`src/rtl/cmp_share_arb.sv`:
```
// Round-robin sequencer sharing one registered magnitude comparator among NREQ
// requesters; tags each issued compare and routes its result back to the issuer.
module cmp_share_arb #(
  parameter int NREQ    = 4,
  parameter int WIDTH   = 32,
  parameter int CMP_LAT = 2
) (
  input  logic                  clk,
  input  logic                  rst,
  input  logic [NREQ-1:0]       req_valid,
  input  logic [NREQ*WIDTH-1:0] req_a,
  input  logic [NREQ*WIDTH-1:0] req_b,
  output logic [NREQ-1:0]       req_ready,
  output logic [WIDTH-1:0]      cmp_a,
  output logic [WIDTH-1:0]      cmp_b,
  output logic                  cmp_issue,
  input  logic                  cmp_gt,
  input  logic                  cmp_lt,
  input  logic                  cmp_eq,
  output logic [NREQ-1:0]       rsp_valid,
  output logic                  rsp_gt,
  output logic                  rsp_lt,
  output logic                  rsp_eq,
  output logic                  busy
);
  localparam int IW = (NREQ > 1) ? $clog2(NREQ) : 1;

  logic [IW-1:0]    ptr;
  logic [IW-1:0]    gnt_idx;
  logic [IW-1:0]    cand;
  logic             gnt_any;
  logic [NREQ-1:0]  pending;
  logic [NREQ-1:0]  elig;
  logic [NREQ-1:0]  retire;
  logic [WIDTH-1:0] sel_a;
  logic [WIDTH-1:0] sel_b;
  logic             tag_vld_p [CMP_LAT+1];
  logic [IW-1:0]    tag_idx_p [CMP_LAT+1];

  function automatic logic [IW-1:0] wrap_add(input logic [IW-1:0] base, input int off);
    int s;
    s = int'(base) + off;
    return IW'(s % NREQ);
  endfunction

  assign elig = req_valid & ~pending;
  assign busy = |pending;

  // Arbitration: first eligible index scanning upward from ptr
  always_comb begin
    gnt_any   = 1'b0;
    gnt_idx   = '0;
    cand      = '0;
    req_ready = '0;
    for (int j = 0; j < NREQ; j++) begin
      cand = wrap_add(ptr, j);
      if (!gnt_any && elig[cand]) begin
        gnt_any = 1'b1;
        gnt_idx = cand;
      end
    end
    if (gnt_any) req_ready[gnt_idx] = 1'b1;
  end

  assign sel_a = req_a[int'(gnt_idx)*WIDTH +: WIDTH];
  assign sel_b = req_b[int'(gnt_idx)*WIDTH +: WIDTH];

  always_comb begin
    retire = '0;
    if (tag_vld_p[CMP_LAT]) retire[tag_idx_p[CMP_LAT]] = 1'b1;
  end

  always_ff @(posedge clk) begin
    if (rst) begin
      ptr       <= '0;
      pending   <= '0;
      cmp_issue <= 1'b0;
      cmp_a     <= '0;
      cmp_b     <= '0;
      rsp_valid <= '0;
      rsp_gt    <= 1'b0;
      rsp_lt    <= 1'b0;
      rsp_eq    <= 1'b0;
      for (int s = 0; s <= CMP_LAT; s++) begin
        tag_vld_p[s] <= 1'b0;
        tag_idx_p[s] <= '0;
      end
    end else begin
      if (gnt_any) ptr <= wrap_add(gnt_idx, 1);
      pending <= (pending & ~retire) | req_ready;
      // Stage p0: operands launched to the comparator alongside the tag head
      cmp_issue    <= gnt_any;
      tag_vld_p[0] <= gnt_any;
      tag_idx_p[0] <= gnt_idx;
      if (gnt_any) begin
        cmp_a <= sel_a;
        cmp_b <= sel_b;
      end
      // Stages p1..pCMP_LAT: tag follows the comparator pipeline
      for (int s = 1; s <= CMP_LAT; s++) begin
        tag_vld_p[s] <= tag_vld_p[s-1];
        tag_idx_p[s] <= tag_idx_p[s-1];
      end
      // Tail: comparator result is valid now; route it to the tagged requester
      rsp_valid <= retire;
      if (tag_vld_p[CMP_LAT]) begin
        rsp_gt <= cmp_gt;
        rsp_lt <= cmp_lt;
        rsp_eq <= cmp_eq;
      end
    end
  end
endmodule
```
`config.mk`:
```
export PLATFORM = sky130hd
export DESIGN_NAME = cmp_share_arb
export DESIGN_NICKNAME = d
export VERILOG_FILES = /design/src/rtl/cmp_share_arb.sv
export SDC_FILE = /design/constraint.sdc
export NUM_CORES = 1
export LEC_CHECK = 0
export CAP_MARGIN = 30
export CORE_AREA = 2 2 134 136
export DETAILED_ROUTE_END_ITERATION = 10
export DIE_AREA = 0 0 136 138
export PLACE_DENSITY_LB_ADDON = 0.25
export SYNTH_ARGS = -nofsm -noshare
export SYNTH_HDL_FRONTEND = slang
export SYNTH_SLANG_ARGS = --single-unit
```
`constraint.sdc`:
```
create_clock -name clk -period 3.8 [get_ports clk]
set_clock_uncertainty 0.05 [all_clocks]
set_input_delay 0.38 -clock clk [delete_from_list [all_inputs] [get_ports clk]]
set_output_delay 0.38 -clock clk [all_outputs]
set_load 0.02 [all_outputs]
```
Yosys cells after proc, flatten, opt, wreduce, memory -nomap -nowiden
Memory sizes are Yosys's and may differ from the RTL's.
Index checks and enable logic that the tools add are counted.
- add/sub/neg operators: 4
- magnitude comparators: 8
- shift operators: 2
- muxes and demuxes: 31
- bitwise gates (word level): 11
- reductions and logical operators: 9
- operator list (kind ; number):
    128-bit by 8-bit indexed part select with 32-bit output ; 2
    2-bit by 3-bit less-than comparator with 1-bit output, second input constant ; 6
    1-bit two-way mux ; 16
    2-bit two-way mux ; 7
    4-bit AND ; 2
    1-bit binary-select mux with 2-bit select ; 4
    4-bit two-way mux ; 2
    4-bit NOT ; 2
    1-bit bitwise OR ; 6
    1-bit logical AND ; 5
    2-bit by 1-bit adder with 2-bit output, second input constant ; 2
    2-bit adder, second input constant ; 2
    1-bit demux with 2-bit select ; 2
    2-bit by 1-bit >= comparator with 1-bit output, second input constant ; 2
    4-bit bitwise OR ; 1
    4-bit OR reduction ; 1
    1-bit logical NOT ; 3
- bits in registers: 78
- bits in writable memories: 9
- input bits: 265
- output and inout port bits: 77
- word-level logic and storage cells: 76
- memories: 2
- memory list (memory ; words ; width ; rd ports ; clocked after Yosys merged registers in ; wr ports ; line ; source):
    tag_idx_p ; 3 ; 2 ; 3 ; 0 ; 3 ; 38 ; logic [IW-1:0] tag_idx_p [CMP_LAT+1];
    tag_vld_p ; 3 ; 1 ; 3 ; 0 ; 3 ; 37 ; logic tag_vld_p [CMP_LAT+1];

Longest topological paths before layout
Gate-level depths: netlist (run 1).
- word-level depth: 20
- gate-level depth with buffers: 7
- depth with buffers taken out: 5

Least setup slack after synthesis (run 1)
OpenSTA, ideal clock, no wires.
- path kind: register to output
- start point: register ptr[1]
- end point: output port req_ready[3]
- arrival time: 1.657 ns
- required time: 3.370 ns
- path slack: 1.713 ns
- stages on the path, launching flop included: 7
- path buffers: 2
- cell sequence: dfxtp_1 -> or3b_1 -> a31oi_2 -> nand2_2 -> buf_6 -> buf_6 -> nor2_1
- word-level cells in the longest chain between the ends: 17
- elaborated cells between the ends (all ways): 31
- those cells by class: add/sub: 3; order compare: 2; mux: 19; reduce/logical: 7
- ends and longest elaborated chain (what ; line ; source):
    start: declaration ; 28 ; logic [IW-1:0] ptr;
    start signal: assignment ; 89 ; if (gnt_any) ptr <= wrap_add(gnt_idx, 1);
    branches (longest 16 deep; another with 2-bit by 3-bit less-than comparator with 1-bit output) ; n/a ;
    4-bit two-way mux (*) ; 62 ; if (gnt_any) req_ready[gnt_idx] = 1'b1;
    end: declaration ; 13 ; output logic [NREQ-1:0] req_ready,
Every way passes the cells marked *. The select of a mux whose other input is x is not followed.

Final worst setup path (run 1)
- start point: input port req_valid[1]
- end point: output port req_ready[1]
- word-level cells in the longest chain between the ends: 18
- elaborated cells between the ends (all ways): 29
- those cells by class: order compare: 2; mux: 19; bitwise: 1; reduce/logical: 7
- ends and longest elaborated chain (what ; line ; source):
    start: declaration ; 10 ; input logic [NREQ-1:0] req_valid,
    4-bit AND (*) ; 46 ; assign elig = req_valid & ~pending;
    1-bit binary-select mux with 2-bit select ; 57 ; if (!gnt_any && elig[cand]) begin
    1-bit two-way mux (not written as such) ; 57 ;
    1-bit two-way mux ; 57 ;
    1-bit logical NOT ; 57 ;
    1-bit logical AND ; 57 ;
    1-bit two-way mux ; 57 ;
    1-bit logical NOT ; 57 ;
    (+2 left out) ; n/a ;
    1-bit logical NOT ; 57 ;
    1-bit logical AND ; 57 ;
    2-bit two-way mux ; 57 ;
    2-bit by 3-bit less-than comparator with 1-bit output (not written as such) or 2-bit by 1-bit >= comparator with 1-bit output (tied branches) ; 62 ;
    1-bit logical AND (not written as such) ; 62 ;
    1-bit two-way mux (not written as such) ; 62 ;
    1-bit demux with 2-bit select ; 62 ;
    4-bit two-way mux (*) ; 62 ;
Mark *: on every way between the ends. The rest lies on a longest branch, timed or not. The select of a mux whose other input is x is not followed.

==> run summary, run 1 <==
• status: completed
• internal power of the cells: 2880 uW
• number of enable-type register cells in the synthesized netlist: 0
• simple logic cell fraction of the synthesized area: 11.0%
• placement row count: 49
• combined area of the multi-input logic cells: 0.00250 sq mm
• DIE AREA: 0.0188 sq mm
• cells resized by post-CTS repair: 0
• number of H-tree branching levels: 3
• main combinational cell family by area after synthesis: multiplexers
• clock transition at the registers of the reported paths: 70 ps
• Initial Util: 25.3%
• Die Height: 138 um
• wire length of the first global-routing pass: 25.6 mm
• final-stage net count: 1040
• adder and majority gate portion of the synthesized area: 0%
• number of global-route vias before repair: 4996
• number of buffers created by CTS: 9
• first-pass detailed-route iteration total: 4
• clock latency at the later pin of the worst-skew pair: 340 ps
• fraction of final layout cells with drive strength greater than 1: 3.97%
• placer congestion estimate: 0.823
• hold_ws: 383 ps
• number of top-level design ports: 342
• syn_area_per_cell: 9.82 sq um
• antenna violation net count after detailed routing: 0
• cell mode on critical path: clkdlybuf4s50_1
• part of the power in registers: 29.0%
• highest-delay cell along the critical path: clkdlybuf4s50_1
• final instance area: 0.00836 sq mm
• nature of the critical path endpoint: output port
• post-synthesis mux area share: 29.6%
• share of total power consumed by net switching: 37.8%
• WL/cell: 16.2 um
• cell class contributing the biggest share of worst-path delay: buffers and inverters
• CP Buf/Inv Count: 3
• post-DP HPWL: 12.7 mm
• maximum number of pins on one net before global-route repair: 68
• post-synthesis share of cell area spent on xor and xnor gates: 0%
• number of DRC violations after detailed routing: 0
• TritonCTS clock tree: built
• post-CTS setup-driven buffer insertion count: 0
• proportion of synthesized chip area in sequential cells: 38.9%
• Port Buf Inserts: 341
• Synth Area in Compound Gates: 15.2%
• number of maximum-capacitance constraint violations: 0
• Yosys warning total: 0
• signed area change from the synthesized netlist to the final layout: 88.8%
• worst hold path class: register to register
• Finish-stage setup viols: 0
• standard cell area after detailed placement: 0.00804 sq mm
• hold violation total from the final report: 0
• Tcrit/Tclk final: 79.2%
• CTS root buffer: clkbuf_16
• primary flip-flop cell chosen by synthesis mapping: dfxtp_1
• top achievable clock speed: 332 MHz
• Peak VDD IR: 0.451 mV
• Max Fanout on Critical Path: 3
• post-synthesis instance area: 0.00443 sq mm
• ordered cell list for the critical path: clkdlybuf4s50_1 -> or3b_1 -> a31oi_2 -> nand3_1 -> inv_1 -> clkdlybuf4s50_1
• pre-CTS WS: 717 ps
• areal power density over the cells: 553 mW/mm^2
• total routing usage reported by global routing: 17.1%
• Remaining Overflow, GRT: 0
• share of flip-flops with an asynchronous set or reset after synthesis: 0%
• number of distinct standard cells referenced by the synthesized netlist: 32
• number of hold buffers added after CTS: 0
• Setup WS post-layout: 791 ps
• area of the core: 0.0175 sq mm
• maximum buffer depth of the clock tree: 2
• total negative slack for setup checks: 0 ps
• Comb power frac: 51.8%
• number of cells produced by synthesis: 451
• DR vias/cell: 4.76
• detailed-route via count: 4803
• switching power total: 1740 uW
• kind of start point of the critical path: primary input
• antenna violations before repair: 0
• setup repair after global routing missed its margin: false
• Worst EP arrival: 2580 ps
• number of flip-flops and latches in the synthesized netlist: 86
• post-route minimum period: 3010 ps
• slew at the pin closest to its max-slew limit: 800 ps
• DRT Wirelength: 16.4 mm
• Worst Setup Path Type: primary input to output port
• floorplan die width: 136 um
• part of the power in the clock network: 19.2%
• number of DRC markers after the initial detailed-route iteration: 137
• Sequential cell area: 0.00172 sq mm
• antenna cells: 0
• Static Leak: 0.00349 uW
• headroom to the max-slew limit: 46.5%
• clk sink count: 86
• Data required, critical path: 3370 ps
• synthesized netlist net count: 716
• filler cell count: 1638
• Critical Path Max Stage Delay: 620 ps
• Slew Viols, Final: 0
## logic make-up after synthesis
| group | Yosys count |
|---|---|
| and+or+nand+nor | 109 |
| muxes | 131 |
| DFF | 86 |
| buffers and inverters | 42 |
| AOI/OAI and AO/OA | 83 |
## path summary, 6_finish.rpt
kind	start	cells after the start	slack [ps]	end
min reg2reg	tag_idx_p[0][1]	1	380	tag_idx_p[0][3]
max	req_valid[1]	6	790	req_ready[1]
max reg2reg	pending[2]	6	1430	cmp_a[18]
min	tag_idx_p[0][1]	1	380	tag_idx_p[0][3]
## sequential cells by signal (all words and copies together), names as in the netlist
register	cells
rsp_valid	4
tag_vld_p	3
cmp_a	32
cmp_b	32
rsp_eq	1
pending	4
tag_idx_p	6
ptr	2
rsp_lt	1
rsp_gt	1
## cells in the mapped netlist (5+ instances only)
cell type | instances | share of area, %
o21ai_0 | 5 | 0.56
clkbuf_1 | 21 | 1.8
buf_2 | 6 | 0.68
dfxtp_1 | 86 | 39
mux2i_1 | 131 | 30
buf_6 | 9 | 2.3
nor2_1 | 8 | 0.68
o221ai_1 | 64 | 13
nor2b_1 | 12 | 1.7
nand2b_1 | 5 | 0.71
nand2_1 | 72 | 6.1
## power groups by stage
| stage | combinational [uW] | clock, uW | sequential [uW] |
|---|---|---|---|
| after floorplan | 1090 | 0 | 1640 |
| after global placement | 2360 | 0 | 1350 |
| after detailed placement | 2400 | 0 | 1350 |
| after CTS | 2410 | 922 | 1340 |
| after global routing | 2550 | 959 | 1370 |
| final | 2390 | 887 | 1340 |
## routing by layer
layer	track usage, %	routed length, um	up-vias	share of wire (%)
met5	0	0	-	0
met4	6.80	401	0	2.4
met1	17.9	6100	2221	37
li1	-	-	2338	-
met2	31.8	8500	217	52
met3	4.55	1380	27	8.4
## layout make-up
cell class                      instances  share of cell area (%)
Timing Repair Buffer                  349                    42.2
Clock buffer                            9                    2.69
Inverter                                6                   0.269
Sequential cell                        86                    20.6
Tap cell                              229                    3.43
Multi-Input combinational cell        323                    29.9
Clock inverter                          7                   0.883
## cell usage in the layout, fill, tap and decap left out, types with 2 or more instances in the layout
cell             netlist  final
a21oi_1                4      4
and3_1                 2      2
buf_12                 0      3
buf_4                  0      4
clkbuf_16              0      9
clkdlybuf4s50_1        0    341
clkinv_4               0      2
dfxtp_1               86     86
inv_1                  4      4
inv_2                  2      2
inv_6                  0      2
inv_8                  0      2
mux2i_1              131    131
nand2_1               72     70
nand2_2                1      2
nand2b_1               5      5
nor2_1                 8      7
nor2b_1               12     12
o21ai_0                5      5
o21ai_1                4      4
o221ai_1              64     64
## stage by stage
stage                     total power [uW]  utilization, %  cells
after floorplan                       2720               -    451
after global placement                3710            45.8    992
after detailed placement              3760            45.8    992
after CTS                             4670            47.5   1008
after global routing                  4890            47.7   1009
final                                 4620            47.7   1009
Note: power is estimated with default switching activity, not from simulation.
==> run 2, diff against run 1 <==
- clock period: 3.8 -> 2.6 ns (I/O delays scaled with it)
==> run 2 against run 1 <==
  * Combinational power increased by 49%
  * Cell count is 1.1% higher
  * Non-clock buffer count is 11 higher
  * Via count is 0.65% higher
  * Clock-buffer cell count did not move
  * Critical path type unchanged
  * Critical endpoint is now req_ready[0]
  * Largest power group unchanged
==> run summary, run 2 (synthesis results as in run 1) <==
• status: completed
• nature of the critical path endpoint: output port
• placement row count: 49
• signed area change from the synthesized netlist to the final layout: 91.2%
• post-DP HPWL: 13.0 mm
• Tcrit/Tclk final: 90.5%
• highest-count cells in the layout ignoring fill and taps: 338 x clkdlybuf4s50_1, 131 x mux2i_1, 86 x dfxtp_1
• detailed-route via count: 4834
• antenna cells: 0
• slew at the pin closest to its max-slew limit: 399 ps
• Remaining Overflow, GRT: 0
• Sequential cell area: 0.00172 sq mm
• number of buffers created by CTS: 9
• register-to-register path setup slack: 290 ps
• TritonCTS clock tree: built
• Worst Setup Path Type: primary input to output port
• Worst Hold Launch: tag_idx_p[0][1]
• Max Fanout on Critical Path: 3
• WL/cell: 16.2 um
• placer congestion estimate: 0.794
• CTS root buffer: clkbuf_16
• clk sink count: 86
• Static Leak: 0.00357 uW
• antenna violations before repair: 0
• total routing usage reported by global routing: 17.1%
• Crit Reg-Reg Startpoint: ptr[1]
• top achievable clock speed: 425 MHz
• first-pass detailed-route iteration total: 6
• maximum number of pins on one net before global-route repair: 55
• FF-to-FF End: cmp_b[2]
• number of global-route vias before repair: 4990
• number of top-level design ports: 342
• final instance area: 0.00847 sq mm
• headroom to the max-slew limit: 73.0%
• combined area of the multi-input logic cells: 0.00251 sq mm
• clock latency at the later pin of the worst-skew pair: 340 ps
• standard cell area after detailed placement: 0.00811 sq mm
• Min-Delay Path Depth: 1
• filler cell count: 1620
• setup repair after global routing missed its margin: false
• Data required, critical path: 2290 ps
• fraction of final layout cells with drive strength greater than 1: 5.44%
• most common cell after layout, fill and taps aside: clkdlybuf4s50_1
• depth of the most critical reg-to-reg path: 8
• number of hold buffers added after CTS: 0
• end of the worst hold path: tag_idx_p[0][3]
• Finish-stage setup viols: 0
• number of maximum-capacitance constraint violations: 0
• Peak VDD IR: 0.370 mV
• Initial Util: 25.3%
• DIE AREA: 0.0188 sq mm
• final-stage net count: 1051
• worst hold path class: register to register
• number of DRC violations after detailed routing: 0
• number of H-tree branching levels: 3
• post-route minimum period: 2350 ps
• final standard cell utilization of the core: 48.3%
• Die Height: 138 um
• Slew Viols, Final: 0
• number of DRC markers after the initial detailed-route iteration: 173
• maximum buffer depth of the clock tree: 2
• DRT Wirelength: 16.6 mm
• Top Registers: cmp_a: 32 flops, cmp_b: 32 flops, tag_idx_p: 6 flops
• floorplan die width: 136 um
• wire length of the first global-routing pass: 25.4 mm
• hold violation total from the final report: 0
• clock transition at the registers of the reported paths: 70 ps
• DR vias/cell: 4.74
• area of the core: 0.0175 sq mm
• kind of start point of the critical path: primary input
• Worst EP arrival: 2040 ps
• areal power density over the cells: 830 mW/mm^2
• antenna violation net count after detailed routing: 0
• Port Buf Inserts: 341
-- run 2: worst max path at each step --
stage	from	to	slack, ps
after global routing	ptr[1]	req_ready[1]	170
final	req_valid[1]	req_ready[0]	250
after CTS	pending[0]	req_ready[2]	10
after detailed placement	req_valid[0]	cmp_b[2]	-30
after floorplan	ptr[1]	req_ready[3]	630
after global placement	req_valid[1]	req_ready[1]	30
-- run 2: critical path, cell delays in order --
cell and delay [ps]:
clkdlybuf4s50_1 510, nor2b_1 240, o21ai_1 80, and2_1 150
o21ai_1 190, inv_1 60, clkdlybuf4s50_1 550
-- run 2: metal layers --
layer	GRT usage, %	share of wire [%]	vias to the layer above
li1	-	-	2362
met2	32.2	52	218
met1	17.5	37	2228
met5	0	0	-
met3	4.40	8.1	26
met4	7.57	2.8	0
-- run 2: per-stage QoR --
step           setup WS (ps)  hold slack, ps  total power [uW]  cells  setup TNS (ps)
2_1_floorplan            633             357              3980    451               0
3_3_place_gp            27.1             372              5520   1004               0
3_5_place_dp           -27.5             374              5600   1004           -28.7
4_1_cts                 14.2             392              7150   1020               0
5_1_grt                  171             400              7430   1020               0
6_report                 248             384              7030   1020               0
-- run 2: area by class of cell --
type	instances	area share, %
Clock buffer	9	2.66
Clock inverter	7	1.48
Inverter	6	0.266
Multi-Input combinational cell	323	29.6
Sequential cell	86	20.3
Tap cell	229	3.38
Timing Repair Buffer	360	42.3
-- run 2: power by group --
| group | leakage (uW) | switching [uW] | internal (uW) | total, uW |
|---|---|---|---|---|
| combinational | 0.00269 | 1720 | 1840 | 3560 |
| clock | 0.000171 | 564 | 951 | 1520 |
| sequential | 0.000712 | 234 | 1730 | 1960 |
| total | 0.00357 | 2520 | 4510 | 7030 |
-- run 2: what timing repair did --
action	in CTS	in global routing
gates cloned	0	0
endpoints found under the setup margin	2	1
gates resized for setup	2	2
hold endpoints to repair	0	0
setup buffers	0	0
==> RTL change: new RTL, flow settings as in run 2 <==
`WIDTH`: 32 -> 36.
--- a/src/rtl/cmp_share_arb.sv
+++ b/src/rtl/cmp_share_arb.sv
@@ -2,7 +2,7 @@
 // requesters; tags each issued compare and routes its result back to the issuer.
 module cmp_share_arb #(
   parameter int NREQ    = 4,
-  parameter int WIDTH   = 32,
+  parameter int WIDTH   = 36,
   parameter int CMP_LAT = 2
 ) (
   input  logic                  clk,
Interface: changed (resized cmp_a, cmp_b, req_a and req_b); port bits go from 342 to 382. The function was not compared with the original's and may differ.
==> RTL change against run 2 <==
- synthesized area increased by 36%
- total power increased by 46%
- setup slack got worse by 0.067 ns
- final area increased by 22%
- first-iteration DRC count increased by 68%
- non-clock buffer count increased by 49
- sequential cell count increased by 8
- cell count increased by 23%
- critical path depth unchanged
- worst hold slack got worse by 0.14 ns
- die area unchanged
- routed wire length increased by 43%
- largest cell class unchanged
- highest routed layer unchanged
==> RTL change: results (changes against run 2) <==
[yosys]
syn-num-nets=969  ; +35%
synth_cell_type_count=34  ; +6.3%
yosys-top-cells-count=a211oi_1, dfxtp_1, nand2_1
seq_area_frac_synth=0.3122  ; -0.07647
synth_area_leaders=dfxtp_1, a211oi_1, mux2i_1, o32ai_1, a21o_1

[pwr]
vdd_ir_drop_max_mv=0.5224  ; +41%

[worst_setup_path]
critPathMaxStageDelay_ns=0.53  ; -0.02 ns
r2r-end=cmp_a[7]$_SDFFE_PP0P_
reg2reg_from=ptr[0]$_SDFFE_PP0P_
rrSetupSlack_ns=0.44  ; +0.15 ns
crit_start=req_valid[2]

[drt]
routed_via_density=5.530  ; +17%
routed_wirelength_mm=23.74  ; +43%
dr.pass1.iters=4  ; -2
drt_iter0_drc=290  ; +68%

[place]
dp_hpwl_mm=16.96  ; +30%
gp_congestion=0.8235  ; +3.7%

[outcome]
status=complete, no violations

[finish]
drive_gt1_frac=0.05469  ; +0.0003259
reg_top3=cmp_a: 36 flops, cmp_b: 36 flops, tag_idx_p: 6 flops
fin_nets=1316  ; +25%

[min_path]
hp-class=in -> reg

[global_routing]
grt_pass1_vias=6796  ; +36%
grt_pass1_wl_mm=36.60  ; +44%
track_usage=0.2424  ; +0.07091
grt_max_degree=67  ; +22%

[clock_tree]
ctsResizeCount=0  ; -2

[sta]
relSlewSlack=0.6725  ; -0.05752

-- RTL change: cell types whose count changed in the layout (fill, tap and decap cells not counted), moves of 9 or more --
cell	change
a211oi_1	+143
a21o_1	+72
o32ai_1	+72
o221ai_1	-64
mux2i_1	-56
clkdlybuf4s50_1	+39
nand2_1	+9
-- RTL change: worst min path at each step --
stage                          startpoint  slack [ns]                         end  cells past startpoint
2_1_floorplan                      cmp_eq        0.36         rsp_eq$_SDFFE_PP0P_                      2
3_3_place_gp   tag_idx_p[0][1]$_SDFF_PP0_        0.37  tag_idx_p[0][3]$_SDFF_PP0_                      1
3_5_place_dp   tag_vld_p[0][1]$_SDFF_PP0_        0.38  tag_vld_p[0][2]$_SDFF_PP0_                      1
4_1_cts                               rst        0.24  tag_vld_p[0][0]$_SDFF_PP0_                      2
5_1_grt                               rst        0.27  tag_vld_p[0][0]$_SDFF_PP0_                      2
6_report                              rst        0.25  tag_vld_p[0][0]$_SDFF_PP0_                      2
-- RTL change: cell type report --
type | count | area [sq um]
Timing Repair Buffer | 409 | 4129
Tap cell | 229 | 286.5
Inverter | 4 | 15.01
Antenna cell | 1 | 2.502
Fill cell | 1587 | 7194
Sequential cell | 94 | 1882
Clock buffer | 9 | 225.2
Clock inverter | 7 | 88.84
Multi-Input combinational cell | 501 | 3711
-- RTL change: power by group --
part / internal [mW] / switching [mW]
logic: 2.96 / 3.21
clock network: 0.773 / 0.662
registers: 2.04 / 0.619
-- RTL change: kinds of logic (layout without fill, tap and decap cells) --
logic type / Yosys count / in the layout / synth area share
other: 0 / 1 / 0
multiplexers: 75 / 75 / 0.1246
flip-flops: 94 / 94 / 0.3122
AND/OR/NAND/NOR: 117 / 117 / 0.08595
AO/OA/AOI/OAI: 309 / 309 / 0.3969
buffers and inverters: 77 / 429 / 0.08034
-- RTL change: stage by stage --
stage	hold slack (ns)	utilization	instances	setup WS, ns	cell area, sq um
after floorplan	0.3572	-	672	0.7010	6027
after detailed placement	0.3758	0.5706	1237	0.01781	10010
after global placement	0.3657	0.5706	1237	0.02205	10010
final	0.2479	0.5897	1254	0.1801	10340
after global routing	0.2664	0.5896	1253	0.07705	10340
after CTS	0.2431	0.5886	1253	0.008834	10320
-- RTL change: per-layer routing --
layer,vias to the layer above,global-route usage,share of wire
met5,-,0,0
met4,0,0.09265,0.030
met3,44,0.05024,0.069
met2,252,0.4084,0.49
met1,3260,0.3017,0.42
li1,3379,-,-
